## config.mk

```make
export PLATFORM = sky130hd
export DESIGN_NAME = spi_master_ctrl
export DESIGN_NICKNAME = d
export VERILOG_FILES = /design/src/rtl/spi_pkg.sv /design/src/rtl/spi_master_shifter.sv /design/src/rtl/spi_master_ctrl.sv
export SDC_FILE = /design/constraint.sdc
export NUM_CORES = 1
export LEC_CHECK = 0
export ABC_AREA = 1
export CAP_MARGIN = 20
export CORE_UTILIZATION = 35
export DETAILED_ROUTE_END_ITERATION = 7
export GPL_ROUTABILITY_DRIVEN = 0
export GPL_TIMING_DRIVEN = 0
export PLACE_DENSITY = 0.58
export SETUP_SLACK_MARGIN = 0.1
export SLEW_MARGIN = 10
export SYNTH_ARGS = -nofsm -noshare
export SYNTH_HDL_FRONTEND = slang
export SYNTH_SLANG_ARGS = --single-unit
```

## constraint.sdc

```tcl
create_clock -name clk -period 2.1 [get_ports clk]
set_input_delay 0.315 -clock clk [delete_from_list [all_inputs] [get_ports clk]]
set_output_delay 0.315 -clock clk [all_outputs]
set_load 0.02 [all_outputs]
```

## src/rtl/spi_pkg.sv

```systemverilog
// Shared SPI master definitions: command opcodes and controller FSM encoding.
// Latency: n/a (declarations only).
// Backpressure: n/a.
package spi_pkg;

  localparam logic [1:0] OP_WR_ADDR = 2'b00;
  localparam logic [1:0] OP_WR_DATA = 2'b01;
  localparam logic [1:0] OP_RD_ADDR = 2'b10;
  localparam logic [1:0] OP_RD_DATA = 2'b11;

  typedef enum logic [2:0] {
    IDLE  = 3'd0,
    CTRL  = 3'd1,
    SHIFT = 3'd2,
    TURN  = 3'd3,
    CAPT  = 3'd4,
    GAP   = 3'd5
  } state_t;

endpackage

```

## src/rtl/spi_master_shifter.sv

```systemverilog
// Datapath for the SPI master: loadable tx frame shifter, rx capture shifter, phase down-counter.
// Latency: tx/rx/counter update on the rising edge after their strobe; rx_next is combinational.
// Backpressure: none; strobes come from the controlling FSM and are obeyed every cycle.
// Ports: clk/rst; load + load_dat (frame {op,data}); shift; capture + miso; cnt_load + cnt_init;
//        tx_msb (next bit to send), rx / rx_next (captured byte, now / after this edge), cnt_zero.
module spi_master_shifter #(
  parameter int ADDR_SIZE = 8,
  parameter int CNT_W     = 5
) (
  input  logic                   clk,
  input  logic                   rst,
  input  logic                   load,
  input  logic [ADDR_SIZE+1:0]   load_dat,
  input  logic                   shift,
  input  logic                   capture,
  input  logic                   miso,
  input  logic                   cnt_load,
  input  logic [CNT_W-1:0]       cnt_init,
  output logic                   tx_msb,
  output logic [ADDR_SIZE-1:0]   rx,
  output logic [ADDR_SIZE-1:0]   rx_next,
  output logic                   cnt_zero
);

  localparam int FRAME_W = ADDR_SIZE + 2;

  logic [FRAME_W-1:0] tx;
  logic [CNT_W-1:0]   cnt;

  assign tx_msb   = tx[FRAME_W-1];
  assign rx_next  = {rx[ADDR_SIZE-2:0], miso};
  assign cnt_zero = (cnt == '0);

  always_ff @(posedge clk or posedge rst) begin
    if (rst) begin
      tx  <= '0;
      rx  <= '0;
      cnt <= '0;
    end else begin
      if (load)
        tx <= load_dat;
      else if (shift)
        tx <= {tx[FRAME_W-2:0], 1'b0};

      if (capture)
        rx <= rx_next;

      // Reload on phase entry; otherwise count down and park at zero.
      if (cnt_load)
        cnt <= cnt_init;
      else if (!cnt_zero)
        cnt <= cnt - 1'b1;
    end
  end

endmodule

```

## src/rtl/spi_master_ctrl.sv

```systemverilog
// Command-driven SPI master: serialises {ctrl,op,data} per SS_n-low frame, captures read-data byte.
// Latency: SS_n falls the cycle after accept; rsp_valid 1+FRAME_W+TURN_CYCLES+ADDR_SIZE cycles after that.
// Backpressure: cmd_ready low from accept until IDLE re-entered; cmd_valid while not ready is dropped.
// Ports: clk/rst; cmd_valid/cmd_ready/cmd_op/cmd_data; rsp_valid/rsp_data; busy; SS_n/MOSI/MISO.
module spi_master_ctrl
  import spi_pkg::*;
#(
  parameter int ADDR_SIZE   = 8,
  parameter int TURN_CYCLES = 2,
  parameter int IDLE_GAP    = 2
) (
  input  logic                 clk,
  input  logic                 rst,
  input  logic                 cmd_valid,
  output logic                 cmd_ready,
  input  logic [1:0]           cmd_op,
  input  logic [ADDR_SIZE-1:0] cmd_data,
  output logic                 rsp_valid,
  output logic [ADDR_SIZE-1:0] rsp_data,
  output logic                 busy,
  output logic                 SS_n,
  output logic                 MOSI,
  input  logic                 MISO
);

  localparam int FRAME_W = ADDR_SIZE + 2;
  localparam int CNT_W   = $clog2(FRAME_W + TURN_CYCLES + ADDR_SIZE + IDLE_GAP + 1);

  localparam logic [CNT_W-1:0] SHIFT_INIT = CNT_W'(FRAME_W - 1);
  localparam logic [CNT_W-1:0] TURN_INIT  = CNT_W'((TURN_CYCLES > 0) ? TURN_CYCLES - 1 : 0);
  localparam logic [CNT_W-1:0] CAPT_INIT  = CNT_W'(ADDR_SIZE - 1);
  localparam logic [CNT_W-1:0] GAP_INIT   = CNT_W'((IDLE_GAP > 0) ? IDLE_GAP - 1 : 0);

  state_t state, nxt;

  logic                 accept;
  logic                 is_rd;
  logic                 shift, capture, cnt_load, cnt_zero, tx_msb;
  logic [CNT_W-1:0]     cnt_init;
  logic                 mosi_d;
  logic                 rsp_fire;
  logic [ADDR_SIZE-1:0] rx, rx_next;

  assign cmd_ready = (state == IDLE);
  assign accept    = cmd_valid && cmd_ready;
  assign rsp_fire  = (state == CAPT) && cnt_zero;

  always_ff @(posedge clk or posedge rst) begin
    if (rst)
      state <= IDLE;
    else
      state <= nxt;
  end

  always_comb begin
    nxt      = state;
    capture  = 1'b0;
    cnt_load = 1'b0;
    cnt_init = '0;
    case (state)
      IDLE:    if (cmd_valid) nxt = CTRL;
      CTRL:    nxt = SHIFT;
      SHIFT:   if (cnt_zero) begin
                 if (is_rd)
                   nxt = (TURN_CYCLES > 0) ? TURN : CAPT;
                 else
                   nxt = (IDLE_GAP > 0) ? GAP : IDLE;
               end
      TURN:    if (cnt_zero) nxt = CAPT;
      CAPT:    begin
                 capture = 1'b1;
                 if (cnt_zero) nxt = (IDLE_GAP > 0) ? GAP : IDLE;
               end
      GAP:     if (cnt_zero) nxt = IDLE;
      default: nxt = IDLE;
    endcase

    // The tx register advances on every edge that lands in SHIFT, including CTRL->SHIFT,
    // so the MOSI register always picks up the current MSB before it moves.
    shift = (nxt == SHIFT);

    if (nxt != state) begin
      cnt_load = 1'b1;
      case (nxt)
        SHIFT:   cnt_init = SHIFT_INIT;
        TURN:    cnt_init = TURN_INIT;
        CAPT:    cnt_init = CAPT_INIT;
        GAP:     cnt_init = GAP_INIT;
        default: cnt_init = '0;
      endcase
    end

    mosi_d = 1'b0;
    if (nxt == CTRL)
      mosi_d = cmd_op[1];
    else if (nxt == SHIFT)
      mosi_d = tx_msb;
  end

  // Outputs are registered from the next-state decode so they line up with the state they belong to.
  always_ff @(posedge clk or posedge rst) begin
    if (rst) begin
      SS_n      <= 1'b1;
      MOSI      <= 1'b0;
      busy      <= 1'b0;
      rsp_valid <= 1'b0;
      rsp_data  <= '0;
      is_rd     <= 1'b0;
    end else begin
      SS_n      <= !(nxt == CTRL || nxt == SHIFT || nxt == TURN || nxt == CAPT);
      MOSI      <= mosi_d;
      busy      <= (nxt != IDLE);
      rsp_valid <= rsp_fire;
      if (rsp_fire)
        rsp_data <= rx_next;
      if (accept)
        is_rd <= (cmd_op == OP_RD_DATA);
    end
  end

  spi_master_shifter #(
    .ADDR_SIZE (ADDR_SIZE),
    .CNT_W     (CNT_W)
  ) u_shifter (
    .clk      (clk),
    .rst      (rst),
    .load     (accept),
    .load_dat ({cmd_op, cmd_data}),
    .shift    (shift),
    .capture  (capture),
    .miso     (MISO),
    .cnt_load (cnt_load),
    .cnt_init (cnt_init),
    .tx_msb   (tx_msb),
    .rx       (rx),
    .rx_next  (rx_next),
    .cnt_zero (cnt_zero)
  );

endmodule

```

==> flow_summary.ini <==
[global_routing]
overflow = 0
grt_start_max_net_pins = 21
gr-usage-all-layers_pct = 13.5
grt_pass1_vias = 1352
grt_pass1_wl_um = 6240
antenna_found_initial = 0

[timing]
drv_slew = 0
finalCriticalPeriod_ns = 1.81
finalHoldViolCount = 0
setup_tns_ns = 0
tightest_slew_ns = 0.448
finalClockSkew_ns = 0.00850
period_share_pct = 86.3
setup_viol = 0
slew_headroom_pct = 70.1
rsz0062_at_grt = no
fmax_mhz = 552

[power_and_ir_drop]
ir_worst_vdd_mv = 0.564
p_leak_nw = 1.14
power.density_nw_per_um2 = 1660

[finish]
n_antenna_cell = 0
fin_nets = 262
post-route-util_pct = 47.6
area_delta_synth_final_pct = 28.6
drive_above_1_share_pct = 22.7

[synthesis]
ys_async_sr_fraction_pct = 100
ys_ff_latch = 38
netlist_area_sq_um = 1910
ys_types = 33
avgSynthCellArea_sq_um = 9.11
synthFlopType = dfrtp_1
synth_edf_count = 0
syn_inst = 210
syn_nets = 226
ys_warn_count = 0
ys_seq_area_share_pct = 49.8

[critical_path]
worstPathCellList = inv_1 > ha_1 > inv_1 > nor2_4 > nand3_1 > nand2_2 > nand2_1 > nand2_2 > nand2_4 > nand2_8 > nand2_4 > buf_12 > o211ai_2 > nand2_1
cp_data_required_time_ns = 2.27
slowest_stage = dfrtp_1
max_stage_delay_ns = 0.38
cp-start-kind = register
critical_path_class = register to register
crit_path_max_fanout = 10
setup.worst_path.start = u_shifter.cnt[1]
critPathCaptureType = register
rr_startpoint = u_shifter.cnt[1]
cp.arrival_ns = 1.98

[clock_tree]
numClockSinks = 38
cts_buffer_depth = 2
cts_tree = done
clkLatencyLatePin_ns = 0.29
cts_buffers = 5
hold_buffers = 0
clkTransAtPathRegs_ns = 0.08
h-tree-depth = 2
cts-root-buf = clkbuf_8

[placed_design]
place_hpwl_um = 2690
portBuffers = 26

[detailed_routing]
vias = 1445
final_antenna_net_count = 0
via_per_inst = 4.56
dr.pass1.iters = 5
drcViolationCount = 0
drt-total-wl_um = 3610
wl_per_cell_um = 11.4
drtIter0Drc = 74

[min_path]
hp-class = primary input to async pin

[floorplan]
die_height_um = 75.9
floorplan.rows = 26
io_pins = 27
die-area_sq_um = 5770
core_area_sq_um = 5170
fp.dieW_um = 75.9
start_util_pct = 37.0

[run]
maxCapViolations = 0

[status]
outcome = complete, no violations
[worst paths after layout]
kind                                   end  slack [ns]  cells past startpoint
max                        u_shifter.tx[6]        0.29                     14
min                            rsp_data[2]        0.35                      2
max reg2reg                u_shifter.tx[6]        0.29                     14
min reg2reg                u_shifter.rx[2]        0.49                      2
max in group asynchronous             SS_n        1.22                      3
min in group clk           u_shifter.rx[2]        0.49                      2
[metrics by stage]
step           hold slack (ns)  power (mW)  area, sq um  cells  setup slack (ns)
2_1_floorplan            0.437        2.76         1910    210             0.393
3_3_place_gp             0.465        3.25         2260    306            0.0457
3_5_place_dp             0.473        3.28         2290    307             0.135
4_1_cts                  0.354        4.02         2420    315             0.121
5_1_grt                  0.384        4.42         2460    317             0.112
6_report                 0.349        4.08         2460    317             0.289
[cells in the mapped netlist, types with 5 or more instances]
cell type / count / area [sq um]
nand2_1: 39 / 146
dfrtp_1: 37 / 926
or2_2: 5 / 31.3
a21oi_1: 10 / 50.1
nor2_1: 15 / 56.3
nand2_4: 5 / 56.3
nand3_1: 16 / 80.1
o21ai_0: 12 / 60.1
inv_1: 21 / 78.8
o211ai_2: 5 / 62.6
nand2_2: 6 / 37.5
[report_power, final]
group	switching, mW	leakage (nW)	internal, mW
sequential	0.180	0.484	1.05
combinational	1.24	0.585	0.884
clock	0.258	0.0683	0.476
[logic make-up after synthesis]
logic type / share of synthesized area [%]
buffers and inverters: 7.32
muxes: 0.589
DFF: 49.8
xor gates and xnor gates: 1.83
adders and majority gates: 1.31
and+or+nand+nor: 27.0
AOI/OAI and AO/OA: 12.2
[registers in the layout, summed over array words and instances (netlist names)]
name           cells
u_shifter.tx      10
rsp_data           8
u_shifter.rx       7
u_shifter.cnt      5
state              3
MOSI               1
SS_n               1
busy               1
is_rd              1
rsp_valid          1
[critical path: cells and delay by family (launching register included)]
kind / cells / cell delay, ns
AO/OA/AOI/OAI: 1 / 0.05
adder cells (fa/ha/maj): 1 / 0.15
buffers and inverters: 3 / 0.30
AND/OR/NAND/NOR: 9 / 0.80
flip-flops: 1 / 0.38
[timing repair]
action                     CTS  global route
buffers inserted             0             2
pin swaps                    0             2
setup endpoints to repair    1            15
gates resized for setup      1             5
[layout by cell type, fill, tap and decap left out, drive strengths merged]
master         netlist  final
mux2                 1      1
inv                 23     23
dlygate4sd2          0      1
nand3               17     17
nor2                20     20
nor3                 2      2
xor2                 3      3
ha                   2      2
o211ai               5      5
bufinv               0      2
or2                  6      6
a21oi               12     12
o22ai                1      1
dfrtp               37     37
o21ai               17     17
nand2               50     50
nand4                4      4
clkdlybuf4s50        0     25
buf                  6      9
dfstp                1      1
clkbuf               1      6
xnor2                1      1
clkinv               1      2
[layout make-up]
cell class / count / area [sq um]
repair buffers: 29 / 302
plain buffers: 7 / 55.1
multi-input cells: 141 / 835
fillers: 513 / 2710
clock inverters: 3 / 68.8
well taps: 70 / 87.6
inverters: 24 / 92.6
clock buffers: 5 / 68.8
flip-flops and latches: 38 / 952
[layer usage]
layer | part of all wire (%) | track usage [%] | up-vias
met2 | 48 | 21.3 | 20
met3 | 2.6 | 3.61 | 2
met4 | 0.94 | 4.62 | 0
li1 | - | - | 746
met5 | 0 | 0 | -
met1 | 48 | 17.8 | 677
(Power assumes the default switching activity.)
